**config.mk**
```make
export PLATFORM = sky130hd
export DESIGN_NAME = reorder_buffer
export DESIGN_NICKNAME = d
export VERILOG_FILES = /design/src/rtl/reorder_buffer_pkg.sv /design/src/rtl/reorder_buffer_operand_lookup.sv /design/src/rtl/reorder_buffer.sv
export SDC_FILE = /design/constraint.sdc
export NUM_CORES = 1
export LEC_CHECK = 0
export CAP_MARGIN = 30
export CELL_PAD_IN_SITES_DETAIL_PLACEMENT = 1
export CELL_PAD_IN_SITES_GLOBAL_PLACEMENT = 1
export CORE_ASPECT_RATIO = 0.9
export CORE_UTILIZATION = 49
export CTS_BUF_LIST = sky130_fd_sc_hd__clkbuf_4 sky130_fd_sc_hd__clkbuf_8 sky130_fd_sc_hd__clkbuf_16
export DETAILED_ROUTE_END_ITERATION = 8
export PLACE_DENSITY_LB_ADDON = 0.25
export SLEW_MARGIN = 15
export SYNTH_ARGS = -nofsm -noshare
export SYNTH_HDL_FRONTEND = slang
export SYNTH_HIERARCHICAL = 1
export SYNTH_SLANG_ARGS = --single-unit
```
**constraint.sdc**
```tcl
create_clock -name clk -period 6.6 [get_ports clk]
set_input_delay 1.32 -clock clk [delete_from_list [all_inputs] [get_ports clk]]
set_output_delay 1.32 -clock clk [all_outputs]
set_load 0.005 [all_outputs]
```
**src/rtl/reorder_buffer_pkg.sv**
```systemverilog
// Shared constants, types and tag helpers for the reorder buffer.
// Tags are ROB_ID_WIDTH+1 bits wide: tag = entry index + 1, tag 0 means "no producer".
package reorder_buffer_pkg;

   localparam int ROB_SIZE     = 8;
   localparam int ROB_ID_WIDTH = 3;
   localparam int VAL_WIDTH    = 32;
   localparam int REG_WIDTH    = 5;

   typedef logic [ROB_ID_WIDTH-1:0] rob_idx_t;
   typedef logic [ROB_ID_WIDTH:0]   rob_tag_t;
   typedef logic [VAL_WIDTH-1:0]    rob_val_t;
   typedef logic [REG_WIDTH-1:0]    rob_reg_t;

   // Label value meaning "operand already lives in the register file"
   localparam rob_tag_t TAG_NONE = '0;
   // Highest legal tag, also the occupancy count of a full buffer
   localparam rob_tag_t TAG_MAX  = rob_tag_t'(ROB_SIZE);

   typedef struct packed {
      logic     valid;
      logic     ready;
      logic     is_br;
      logic     pred_taken;
      logic     taken;
      rob_reg_t rd;
      rob_val_t value;
      rob_val_t alt_pc;
   } rob_entry_t;

   function automatic rob_idx_t tag_to_idx(input rob_tag_t tag);
      return rob_idx_t'(tag - rob_tag_t'(1));
   endfunction

   function automatic rob_tag_t idx_to_tag(input rob_idx_t idx);
      return rob_tag_t'({1'b0, idx}) + rob_tag_t'(1);
   endfunction

   function automatic logic tag_in_range(input rob_tag_t tag);
      return (tag != TAG_NONE) && (tag <= TAG_MAX);
   endfunction

endpackage

```
**src/rtl/reorder_buffer_operand_lookup.sv**
```systemverilog
// Combinational label -> value resolver for one source operand.
// Optional macro ROB_CDB_BYPASS_EN: a result broadcast on the CDB in the same
// cycle also resolves the operand; without it the consumer snoops the CDB later.
module reorder_buffer_operand_lookup
   import reorder_buffer_pkg::*;
(
   input  logic [ROB_ID_WIDTH:0]               lab_i,
   input  logic [VAL_WIDTH-1:0]                rf_val_i,
   input  logic [ROB_SIZE-1:0]                 ent_ready_i,
   input  logic [ROB_SIZE-1:0][VAL_WIDTH-1:0]  ent_val_i,
   input  logic                                cdb_en_i,
   input  logic [ROB_ID_WIDTH:0]               cdb_tag_i,
   input  logic [VAL_WIDTH-1:0]                cdb_val_i,
   output logic                                rdy_o,
   output logic [VAL_WIDTH-1:0]                val_o,
   output logic [ROB_ID_WIDTH:0]               tag_o
);

   rob_idx_t idx;
   assign idx = tag_to_idx(lab_i);

   // Resolve the label: RF value, same-cycle CDB (optional), finished ROB entry, else wait on tag
   always_comb begin
      rdy_o = 1'b0;
      val_o = '0;
      tag_o = lab_i;
      if (lab_i == TAG_NONE) begin
         rdy_o = 1'b1;
         val_o = rf_val_i;
         tag_o = TAG_NONE;
      end
`ifdef ROB_CDB_BYPASS_EN
      else if (cdb_en_i && (cdb_tag_i == lab_i)) begin
         rdy_o = 1'b1;
         val_o = cdb_val_i;
         tag_o = TAG_NONE;
      end
`endif
      else if (ent_ready_i[idx]) begin
         rdy_o = 1'b1;
         val_o = ent_val_i[idx];
         tag_o = TAG_NONE;
      end
   end

`ifndef ROB_CDB_BYPASS_EN
   // CDB inputs only matter when the bypass is built in
   logic unused_cdb;
   assign unused_cdb = ^{cdb_en_i, cdb_tag_i, cdb_val_i};
`endif

endmodule

```
**src/rtl/reorder_buffer.sv**
```systemverilog
// Reorder buffer: allocates rename tags at issue, captures CDB results,
// retires the head entry in order (one per cycle) and flushes on a
// mispredicted branch at the head. Optional macro ROB_CDB_BYPASS_EN enables
// same-cycle CDB forwarding in the operand lookups.
module reorder_buffer
   import reorder_buffer_pkg::*;
(
   input  logic                    clk,
   input  logic                    rst_in_n,
   input  logic                    rdy_in,
   // issue side
   input  logic                    dec2rob_en,
   input  logic [REG_WIDTH-1:0]    dec_rd,
   input  logic                    dec_is_br,
   input  logic                    dec_pred_taken,
   input  logic [VAL_WIDTH-1:0]    dec_alt_pc,
   output logic                    rob_full,
   output logic [ROB_ID_WIDTH:0]   rob2rf_tag,
   // operand lookup
   input  logic [ROB_ID_WIDTH:0]   rf2rob_lab1,
   input  logic [ROB_ID_WIDTH:0]   rf2rob_lab2,
   input  logic [VAL_WIDTH-1:0]    rf2rob_val1,
   input  logic [VAL_WIDTH-1:0]    rf2rob_val2,
   output logic                    rob_src1_rdy,
   output logic [VAL_WIDTH-1:0]    rob_src1_val,
   output logic [ROB_ID_WIDTH:0]   rob_src1_tag,
   output logic                    rob_src2_rdy,
   output logic [VAL_WIDTH-1:0]    rob_src2_val,
   output logic [ROB_ID_WIDTH:0]   rob_src2_tag,
   // result bus
   input  logic                    cdb_en,
   input  logic [ROB_ID_WIDTH:0]   cdb_tag,
   input  logic [VAL_WIDTH-1:0]    cdb_val,
   input  logic                    cdb_taken,
   // commit / flush
   output logic                    commit_en,
   output logic [REG_WIDTH-1:0]    rob2rf_commit_rd,
   output logic [VAL_WIDTH-1:0]    rob2rf_commit_res,
   output logic [ROB_ID_WIDTH:0]   rob2rf_commit_lab,
   output logic                    flush,
   output logic [VAL_WIDTH-1:0]    flush_pc
);

   rob_entry_t entry_q [ROB_SIZE];

   rob_idx_t   head_q, head_d;
   rob_idx_t   tail_q, tail_d;
   rob_tag_t   count_q, count_d;

   logic       commit_en_q, commit_en_d;
   rob_reg_t   commit_rd_q, commit_rd_d;
   rob_val_t   commit_res_q, commit_res_d;
   rob_tag_t   commit_lab_q, commit_lab_d;
   logic       flush_q, flush_d;
   rob_val_t   flush_pc_q, flush_pc_d;

   rob_entry_t head_ent;
   logic       head_done;
   logic       mispredict;
   logic       commit_fire;
   logic       issue_fire;
   logic       cdb_hit;
   rob_idx_t   cdb_idx;

   logic [ROB_SIZE-1:0]                ent_ready;
   logic [ROB_SIZE-1:0][VAL_WIDTH-1:0] ent_val;

   // Occupancy comes from the registered count, so a commit in the same
   // cycle never opens a slot for an issue into a full buffer.
   assign rob_full   = (count_q == TAG_MAX);
   assign rob2rf_tag = idx_to_tag(tail_q);

   assign head_ent    = entry_q[head_q];
   assign head_done   = head_ent.valid & head_ent.ready;
   assign mispredict  = head_done & head_ent.is_br & (head_ent.taken != head_ent.pred_taken);
   assign commit_fire = head_done & ~mispredict;
   // A flush (being raised or still visible) discards any issue request
   assign issue_fire  = dec2rob_en & ~rob_full & ~flush_q & ~mispredict;

   assign cdb_idx = tag_to_idx(cdb_tag);
   assign cdb_hit = cdb_en & tag_in_range(cdb_tag) & entry_q[cdb_idx].valid;

   // Flatten per-entry ready/value for the lookup units
   for (genvar gi = 0; gi < ROB_SIZE; gi++) begin : g_flat
      assign ent_ready[gi] = entry_q[gi].ready;
      assign ent_val[gi]   = entry_q[gi].value;
   end

   // Next-state for pointers, occupancy and the registered commit/flush outputs
   always_comb begin
      head_d       = head_q;
      tail_d       = tail_q;
      count_d      = count_q;
      commit_en_d  = 1'b0;
      commit_rd_d  = '0;
      commit_res_d = '0;
      commit_lab_d = '0;
      flush_d      = 1'b0;
      flush_pc_d   = '0;
      if (mispredict) begin
         head_d     = '0;
         tail_d     = '0;
         count_d    = '0;
         flush_d    = 1'b1;
         flush_pc_d = head_ent.alt_pc;
      end else begin
         if (issue_fire) begin
            tail_d = tail_q + rob_idx_t'(1);
         end
         if (commit_fire) begin
            head_d       = head_q + rob_idx_t'(1);
            commit_en_d  = 1'b1;
            // branches write no register
            commit_rd_d  = head_ent.is_br ? '0 : head_ent.rd;
            commit_res_d = head_ent.value;
            commit_lab_d = idx_to_tag(head_q);
         end
         case ({issue_fire, commit_fire})
            2'b10:   count_d = count_q + rob_tag_t'(1);
            2'b01:   count_d = count_q - rob_tag_t'(1);
            default: count_d = count_q;
         endcase
      end
   end

   // Pointer and output registers; everything holds while rdy_in is low
   always_ff @(posedge clk or negedge rst_in_n) begin
      if (!rst_in_n) begin
         head_q       <= '0;
         tail_q       <= '0;
         count_q      <= '0;
         commit_en_q  <= 1'b0;
         commit_rd_q  <= '0;
         commit_res_q <= '0;
         commit_lab_q <= '0;
         flush_q      <= 1'b0;
         flush_pc_q   <= '0;
      end else if (rdy_in) begin
         head_q       <= head_d;
         tail_q       <= tail_d;
         count_q      <= count_d;
         commit_en_q  <= commit_en_d;
         commit_rd_q  <= commit_rd_d;
         commit_res_q <= commit_res_d;
         commit_lab_q <= commit_lab_d;
         flush_q      <= flush_d;
         flush_pc_q   <= flush_pc_d;
      end
   end

   // Entry storage: allocate at tail, fill from CDB, retire at head, clear on flush.
   // The ready bit is kept after retirement so a consumer whose RF label still
   // names the tag during the commit-to-RF cycle continues to resolve it.
   always_ff @(posedge clk or negedge rst_in_n) begin
      if (!rst_in_n) begin
         for (int i = 0; i < ROB_SIZE; i++) begin
            entry_q[i] <= '0;
         end
      end else if (rdy_in) begin
         if (mispredict) begin
            for (int i = 0; i < ROB_SIZE; i++) begin
               entry_q[i].valid <= 1'b0;
               entry_q[i].ready <= 1'b0;
            end
         end else begin
            if (issue_fire) begin
               entry_q[tail_q] <= '{valid: 1'b1, ready: 1'b0, is_br: dec_is_br,
                                    pred_taken: dec_pred_taken, taken: 1'b0,
                                    rd: dec_rd, value: '0, alt_pc: dec_alt_pc};
            end
            if (cdb_hit) begin
               entry_q[cdb_idx].ready <= 1'b1;
               entry_q[cdb_idx].value <= cdb_val;
               entry_q[cdb_idx].taken <= cdb_taken;
            end
            if (commit_fire) begin
               entry_q[head_q].valid <= 1'b0;
            end
         end
      end
   end

   // Commit and flush strobes are suppressed while the core is stalled
   assign commit_en         = commit_en_q & rdy_in;
   assign rob2rf_commit_rd  = commit_rd_q;
   assign rob2rf_commit_res = commit_res_q;
   assign rob2rf_commit_lab = commit_lab_q;
   assign flush             = flush_q & rdy_in;
   assign flush_pc          = flush_pc_q;

   reorder_buffer_operand_lookup u_lookup_rs1 (
      .lab_i       (rf2rob_lab1),
      .rf_val_i    (rf2rob_val1),
      .ent_ready_i (ent_ready),
      .ent_val_i   (ent_val),
      .cdb_en_i    (cdb_en),
      .cdb_tag_i   (cdb_tag),
      .cdb_val_i   (cdb_val),
      .rdy_o       (rob_src1_rdy),
      .val_o       (rob_src1_val),
      .tag_o       (rob_src1_tag)
   );

   reorder_buffer_operand_lookup u_lookup_rs2 (
      .lab_i       (rf2rob_lab2),
      .rf_val_i    (rf2rob_val2),
      .ent_ready_i (ent_ready),
      .ent_val_i   (ent_val),
      .cdb_en_i    (cdb_en),
      .cdb_tag_i   (cdb_tag),
      .cdb_val_i   (cdb_val),
      .rdy_o       (rob_src2_rdy),
      .val_o       (rob_src2_val),
      .tag_o       (rob_src2_tag)
   );

endmodule

```
# After elaboration in Yosys (flattened, before gate mapping)
# Cells that the tools add are included.
# word_totals
regBits,677
input_bits,153
output_inout_bits,154
word_cells,199
# classes
add_sub_neg,9
order_cmp,9
n_eq_ne,4
muxes,73
bitwise_logic,17
reduce_logical,14
# ops
operator,n
$mux 592,7
$bwmux 592,5
$demux 74 s3,5
$bmux 74 s3,2
$mux 74,6
$mux 32,9
$bmux 32 s3,2
$mux 73,1
$mux 70,1
$mux 64,1
$mux 4,7
$mux 2,8
$mux 5,3
$ge 4x4->1 const B,3
$lt 4x1->1 const B,3
$mux 3,4
$not 3->4,3
$and 1x1->1,11
$mux 1,9
$sub 3x1->3 const B,3
$add 3x1->4 const B,2
$logic_not 4->1,2
$lt 3x4->1 const B,2
$pmux 4 s2,1
other kinds (15),26

# Depth between registers and ports, before layout
# Gate-level depths: netlist of run 1.
# logic_depth
word_depth,21
mapped_depth,12
mapped_depth_nobuf,10

# Modules after synthesis
# The synthesis of run 1 kept the hierarchy.
# by_module_without_submodules
module,n_inst,cells_each,area_each_um2,seq_area_each_um2
reorder_buffer,1,1941,29759.8,16941.2
reorder_buffer_operand_lookup,2,201,2411.1,0.0

# Worst setup path before layout of run 1
# OpenSTA, ideal clock, no wires.
# synth_path
kind,input to output
from,input port rf2rob_lab1[0]
to,output port rob_src1_val[5]
arrival_time_ns,3.358
t_required_ns,5.280
setup_slack_ns,1.922
path_stages,10
path_buffers,5
path_cell_list,buf_2 > buf_4 > buf_4 > inv_1 > ha_1 > buf_2 > buf_1 > mux4_2 > mux2i_1 > o31ai_2
# synth_via
elab_chain_len,5
elab_cells_between_ends,8
cone_classes,add/sub (1); mux (6); reduce/logical (1)
# synth_rtl
element,line,source
from (decl),reorder_buffer.sv:20,"input logic [ROB_ID_WIDTH:0] rf2rob_lab1,"
$sub 3x1->3,reorder_buffer_pkg.sv:32,return rob_idx_t'(tag - rob_tag_t'(1));
$bmux 32 s3 / $bmux 1 s3 (equally long branches),"reorder_buffer_operand_lookup.sv:41, reorder_buffer_operand_lookup.sv:39",
$mux 32 (implied by the code) / $mux 1 (equally long branches),"reorder_buffer_operand_lookup.sv:41, reorder_buffer_operand_lookup.sv:39",
$mux 32,reorder_buffer_operand_lookup.sv:39,else if (ent_ready_i[idx]) begin
$mux 32 *,reorder_buffer_operand_lookup.sv:27,if (lab_i == TAG_NONE) begin
to (decl),reorder_buffer.sv:25,"output logic [VAL_WIDTH-1:0] rob_src1_val,"
# Mark *: on every way between the ends. The rest lies on a longest branch, timed or not. The select of a mux whose other input is x is not followed.

# Worst setup path in the final report of run 1
# layout_path
from,input port rf2rob_lab2[1]
to,output port rob_src2_val[11]
# layout_via
elab_chain_len,5
elab_cells_between_ends,8
cone_classes,add/sub (1); mux (6); reduce/logical (1)
# layout_rtl
element,line,source
from (decl),reorder_buffer.sv:21,"input logic [ROB_ID_WIDTH:0] rf2rob_lab2,"
$sub 3x1->3,reorder_buffer_pkg.sv:32,
$bmux 32 s3 / $bmux 1 s3 (equally long branches),"reorder_buffer_operand_lookup.sv:41, reorder_buffer_operand_lookup.sv:39",
$mux 32 (implied by the code) / $mux 1 (equally long branches),"reorder_buffer_operand_lookup.sv:41, reorder_buffer_operand_lookup.sv:39",
$mux 32,reorder_buffer_operand_lookup.sv:39,
$mux 32 *,reorder_buffer_operand_lookup.sv:27,
to (decl),reorder_buffer.sv:28,"output logic [VAL_WIDTH-1:0] rob_src2_val,"
# Marked as above.

==> summary.md, run 1 <==
| Metric | Value |
|---|---|
| Status | finished clean |
| DRC viols | 0 |
| Resized Gates After CTS | 0 |
| Crit start category | primary input |
| Antenna violations before repair | 12 |
| Avg Vias per Cell | around 6.7 |
| Tot GR Track Use | about 31% |
| Setup-failing EPs final | 0 |
| Max-Cap Viols | 0 |
| Cell mode on critical path | clkdlybuf4s50_1 |
| Post-Synthesis Cells | about 2,300 |
| Min Tclk post-route | ~5700 ps |
| Sink Count | 677 |
| Die width | about 280 um |
| R2R Setup Slk | 1660 ps |
| RSZ-0062 raised after global routing | no |
| Clk Latency, worst-skew pair | between 600 and 700 ps |
| Via Count | approximately 24,000 |
| First-pass GRT wire length | about 170,000 um |
| Worst Path Max Fanout | 42 |
| Post-DP HPWL | approximately 64,000 um |
| I/O pins | about 310 |
| Maximum clock rate | between 150 and 200 MHz |
| Crit path kind | primary input to primary output |
| CTS tree | yes |
| Mapped Nets | 2,503 |
| Syn_area_per_cell | 14.8 um2 |
| Pre-antenna DRT Iters | 5 |
| Die area | slightly above 0.07 mm2 |
| Dpl ws | 862 ps |
| Layout cells sized above 1 | between 30% and 40% |
| Worst-Margin Slew | 1030 ps |
| Worst Skew | between 30 and 40 ps |
| IO buf count | between 300 and 400 |
| Drt total wl | roughly 110,000 um |
| Multi-input gate area | approximately 0.017 mm2 |
| Max-slew headroom | 31.4% |
| Postcts setup bufs | 0 |
| Leading area contributor after synthesis | dfrtp_1 |
| Netlist Area Pre-Place | approximately 0.035 mm2 |
| Wirelength per Cell | 30.8 um |
| Grt ovf | 0 |
| Initial DRC count | ~1,800 |
| Root buf cell | clkbuf_16 |
| Async set or reset register ratio after synthesis | 100% |
| Total Neg Setup Slack | 0 ps |
| Period utilization | between 80 and 90% |
| CTS max path bufs | 3 |
| Power Density | roughly 420 mW/mm2 |
| Worst Hold Class | register to register |
| Vias in the first global route | 26,200 |
| Sequential Area | between 0.015 and 0.02 mm2 |
| Seq/Total Area, Yosys | between 40% and 50% |
| Max Slew Vio Count | 0 |
| Die Y | between 200 and 300 um |
| Yosys cell types | 66 |
| Total CTS buffers | between 70 and 80 |
| Clock-pin slew on the worst setup and hold paths | 50 ps |
| Hold Fails Final Rpt | 0 |
| Core area | approximately 0.070 mm2 |
| Row count | 92 |
| Final ANT Viol Nets | 0 |
| Post-synth EDFFs | 0 |
| Cts hold-fix bufs | 0 |
| Required time of the critical path | 5280 ps |
| Yosys top cell area share | about half |
| CTS HTree Levels | 3 |
| Number of synthesized register bits | slightly below 700 |
| WP data arrival | roughly 4400 ps |
| VDD IR-drop max | roughly 0.24 mV |
| Initial Util | 49.5% |
| Yosys warning count | 6 |
| CP Capture Type | primary output |
| Max incr delay on CP | about 640 ps |
| Crit-path leading delay family | buffers and inverters |
| GPL Wtd Cong | around 0.8 |
| Top cells by area, synth | dfrtp_1, mux4_2, mux2_2 |
| Worst path slowest cell | buf_4 |
| PnR worst setup slack | a little under 900 ps |
| Worst path cell trace | clkdlybuf4s50_1 -> inv_1 -> ha_4 -> buf_4 -> mux4_2 -> mux2i_1 -> o31ai_1 -> clkdlybuf4s50_1 |
| Largest net degree at the start of global routing | between 150 and 200 |
| CP Buf/Inv Count | 4 |
| Leakage power | roughly 18 nW |
| Post-synth top flop | dfrtp_1 |
| Number of fill cells | 6,458 |
| Layout area overhead | 18.8% |
| Final nets | 2,707 |
==> cell type report <==
cell class	count	area share, %
Antenna cell	4	0.0244
Clock buffer	110	5.54
Clock inverter	23	0.792
Inverter	14	0.134
Multi-Input combinational cell	1406	40.4
Sequential cell	677	41.3
Tap cell	940	2.86
Timing Repair Buffer	373	9.01
==> cell families after synthesis <==
kind of cell / share of synthesized area, %
flip-flops: 49.0
multiplexers: 32.5
buffers and inverters: 3.54
XOR/XNOR: 0.242
AO/OA/AOI/OAI: 12.0
adder cells (fa/ha/maj): 0.253
AND/OR/NAND/NOR: 2.54
==> where the power goes <==
group | internal (mW) | total, mW | switching [mW] | leakage (nW)
combinational | 3.41 | 6.11 | 2.70 | 7.25
clock | 2.61 | 4.41 | 1.80 | 1.31
sequential | 5.61 | 6.89 | 1.28 | 8.98
==> worst register-to-register path, cell delays in order (launching register included) <==
cell and delay [ps]:
dfrtp_4 920, buf_4 670, nor2b_1 190, a211oi_1 330, o211a_1 180, buf_4 370, nand3_4 370, buf_4 480
nand4_1 200, buf_4 660, mux2_2 440
==> per-stage QoR <==
| step | power, mW | util [%] | cell area [um2] | hold WS [ps] | cells |
|---|---|---|---|---|---|
| after floorplan | 10.8 | - | 34600 | 453 | 2343 |
| after global placement | 12.5 | 54.9 | 38400 | 464 | 3406 |
| after detailed placement | 12.9 | 55.0 | 38400 | 472 | 3408 |
| after CTS | 17.5 | 58.7 | 41000 | 491 | 3541 |
| after global routing | 18.2 | 58.8 | 41100 | 495 | 3546 |
| final | 17.4 | 58.8 | 41100 | 489 | 3547 |
==> cell usage in the layout, fill, tap and decap left out, types with 5 or more instances in the layout <==
cell / count
mux2_2: 339
o21ai_0: 15
clkbuf_8: 16
ha_1: 5
a31oi_1: 5
inv_1: 13
buf_4: 60
nand2_1: 116
clkbuf_16: 77
and2_1: 6
o31ai_1: 64
nor3b_1: 5
mux2_1: 7
mux4_2: 278
a22o_1: 265
o2bb2ai_1: 73
clkinv_2: 12
and3_1: 5
a31o_1: 5
bufinv_16: 5
a31oi_4: 12
mux2i_1: 103
nand2b_1: 8
nor2_1: 10
dfrtp_1: 674
clkbuf_4: 17
a21oi_1: 8
clkdlybuf4s50_1: 302
buf_12: 5
==> synthesized netlist by cell type (9+ instances only) <==
master	count
buf_6	9
a22o_1	265
clkbuf_1	80
dfrtp_1	677
nand2_1	116
nor2_1	10
o21ai_0	15
o31ai_1	64
buf_4	26
buf_1	64
mux2_2	339
o2bb2ai_1	73
buf_2	67
mux4_2	278
inv_1	13
mux2i_1	103
==> final timing paths <==
kind	from	to	depth (start not counted)
min	flush_pc[8]	flush_pc[8]	1
max reg2reg	head_q[2]	register	10
min in group asynchronous	rst_in_n	rob2rf_commit_res[23]	1
max	rf2rob_lab2[1]	rob_src2_val[11]	8
max in group asynchronous	rst_in_n	flush_pc[22]	2
min reg2reg	flush_pc[8]	flush_pc[8]	1
==> per-layer routing <==
metal	GRT usage [%]	vias to the layer above	wire, um
li1	-	9636	-
met1	41.4	12900	44100
met2	51.7	944	54400
met3	6.04	232	7310
met4	10.8	16	3450
met5	0	-	95
No activity file was read; power rests on OpenSTA's default activity.
==> run 2, diff against run 1 <==
- ABC_AREA: default -> 1
- CORE_MARGIN: default -> 10
- CORE_UTILIZATION: 49 -> 46
==> run 2 against run 1 <==
First-iteration DRC count grew 74%. Critical path depth grew 4. Hold slack lost 8.6 ps. Sequential power grew 3%. Highest routed layer unchanged.
==> summary.md, run 2 <==
| Metric | Value |
|---|---|
| Yosys cell types | 38 |
| Sink Count | around 680 |
| CP Capture Type | primary output |
| Top routing layer in use | met5 |
| CTS HTree Levels | 3 |
| Metal2 WL | 72,300 um |
| Drt total wl | between 100,000 and 150,000 um |
| Yosys top cell area share | between 40% and 50% |
| Die width | 323 um |
| PnR worst setup slack | 822 ps |
| Initial Util | between 40% and 50% |
| Final nets | roughly 5,700 |
| Resized Gates After CTS | 0 |
| Via Count | roughly 38,000 |
| Post-synth top cells | nand2_1, inv_1, nand3_1, dfrtp_1, o21ai_0 |
| VDD IR-drop max | 0.259 mV |
| IO buf count | 306 |
| Number of synthesized register bits | a little under 700 |
| Die area | between 0.09 and 0.1 mm2 |
| Total CTS buffers | 76 |
| DRC viols | 0 |
| Largest net degree at the start of global routing | 160 |
| Status | finished clean |
| Vias in the first global route | 40,500 |
| Post-synth EDFFs | 0 |
| Postcts setup bufs | 0 |
| Grt ovf | 0 |
| Async set or reset register ratio after synthesis | 100% |
| Crit-path leading delay family | buffers and inverters |
| Most frequent cells in the layout | nand2_1, inv_1, nand3_1, dfrtp_1, o21ai_0 |
| Wirelength per Cell | 22.6 um |
| Final ANT Viol Nets | 0 |
| Crit path kind | primary input to primary output |
| RR Endpoint | ent_val[80] |
| Post-DP HPWL | between 90,000 and 100,000 um |
| Crit start category | primary input |
| Hold depth | 2 |
| Worst path cell trace | clkdlybuf4s50_1 -> inv_1 -> ha_2 -> inv_2 -> nand3_1 -> nand2_1 -> nand2_1 -> nand2_2 -> buf_4 -> nand3_1 -> nand2_1 -> clkdlybuf4s50_1 |
| Max Slew Vio Count | 0 |
| Root buf cell | clkbuf_16 |
| Tot GR Track Use | a little under a third |
| Cell mode on critical path | nand2_1 |
| Dpl ws | roughly 870 ps |
| Setup-failing EPs final | 0 |
| Avg Vias per Cell | just under 6 |
| Layout cells sized above 1 | 4.90% |
| Worst path slowest cell | clkdlybuf4s50_1 |
| Max incr delay on CP | approximately 540 ps |
| GPL Wtd Cong | roughly 0.85 |
| Clk Latency, worst-skew pair | 660 ps |
| CTS max path bufs | 3 |
| Required time of the critical path | around 5300 ps |
| Placed Area | around 0.041 mm2 |
| Final hold slack | 481 ps |
| Worst Path Max Fanout | 18 |
| First-pass GRT wire length | 233,000 um |
| Antenna violations before repair | 6 |
| Worst Skew | roughly 28 ps |
| Worst Hold Class | register to register |
| Layout area overhead | 16.2% |
| Row count | 99 |
| Power Density | 433 mW/mm2 |
| Syn_area_per_cell | 7.01 um2 |
| Leading area contributor after synthesis | dfrtp_1 |
| Min Tclk post-route | between 5000 and 6000 ps |
| Top-count cell post-synth | nand2_1 |
| CTS tree | yes |
| Max-Cap Viols | 0 |
| Total Neg Setup Slack | 0 ps |
| Leakage power | ~21 nW |
| M1 WL | between 60,000 and 70,000 um |
| Initial DRC count | 3,203 |
| Die Y | 292 um |
| Met3 wire length | just over 9000 um |
| Post-synth top flop | dfrtp_1 |
| Post-Synthesis Cells | 5,406 |
| CP Buf/Inv Count | 5 |
| Final instance area | 0.0440 mm2 |
| RSZ-0062 raised after global routing | no |
| Pre-antenna DRT Iters | 5 |
| Maximum clock rate | about 170 MHz |
| Yosys warning count | 6 |
| Top cells by area, synth | dfrtp_1, nand2_1, nand3_1 |
| Max-slew headroom | 29.6% |
| Mapped Nets | 5,566 |
| R2R Setup Slk | about 1600 ps |
| Most common cell after layout, fill and taps aside | nand2_1 |
| Cts hold-fix bufs | 0 |
| Period utilization | between 80% and 90% |
| Worst-Margin Slew | 1060 ps |
| Clock-pin slew on the worst setup and hold paths | 60 ps |
| R2R depth | 17 |
| Core area | 0.0814 mm2 |
| Worst R2R Start | head_q[0] |
| Hold Fails Final Rpt | 0 |
| I/O pins | between 300 and 400 |
| Netlist Area Pre-Place | roughly 0.038 mm2 |
| WP data arrival | between 4000 and 5000 ps |
| Seq/Total Area, Yosys | between 40% and 50% |
==> run 2: layout make-up <==
class | instances | area [um2]
fillers | 10300 | 37400
flip-flops and latches | 677 | 16900
multi-input cells | 3608 | 16400
repair buffers | 387 | 3880
inverters | 747 | 2820
clock buffers | 111 | 2310
well taps | 1060 | 1330
clock inverters | 26 | 339
diodes | 3 | 7.51
==> run 2: metrics by stage <==
stage	cells	power, mW	util (%)
final	6619	19.1	54.1
after global routing	6618	20.4	54.1
after CTS	6612	19.0	54.0
after detailed placement	6475	14.4	50.7
after global placement	6474	14.0	50.7
after floorplan	5406	11.5	-
==> run 2: worst max-delay path by stage <==
stage              startpoint               end  slack, ps  depth (start not counted)
2_1_floorplan  rf2rob_lab1[0]   rob_src1_val[2]       2380                         14
3_3_place_gp   rf2rob_lab1[1]   rob_src1_val[4]        930                         12
3_5_place_dp   rf2rob_lab1[1]   rob_src1_val[7]        870                         12
4_1_cts        rf2rob_lab1[1]   rob_src1_val[7]        860                         12
5_1_grt        rf2rob_lab1[1]  rob_src1_val[15]        710                         12
6_report       rf2rob_lab1[1]   rob_src1_val[7]        820                         12
==> run 2: routing by layer <==
metal	global-route usage [%]	vias to the layer above
li1	-	17300
met1	38.4	19200
met2	52.9	1326
met3	4.90	386
met4	14.1	6
met5	0	-
==> run 2: power by group <==
part	leakage (nW)	switching [mW]	internal [mW]
Sequential	8.90	1.32	5.77
Clock	1.34	1.87	2.65
Combinational	11.2	4.83	2.64
==> run 2: worst register-to-register path, stage by stage, from the launching register on <==
cell	delay (ps)
dfrtp_4	550
buf_16	300
buf_4	630
nor2_1	110
nor2_1	130
nand2_1	90
nand2_1	70
inv_1	40
nand2_1	70
nand2_1	140
nor2_2	120
nand2_2	260
nand2_1	220
inv_2	200
nand2_4	570
nand2_1	750
buf_12	420
o22ai_1	180
==> run 2: kinds of logic after synthesis <==
| group | after synthesis | synth area share [%] |
|---|---|---|
| xor+xnor | 6 | 0.178 |
| simple gates | 2781 | 30.5 |
| compound gates | 814 | 12.1 |
| fa+ha+maj | 7 | 0.231 |
| flops | 677 | 44.7 |
| buf+inv | 1121 | 12.4 |
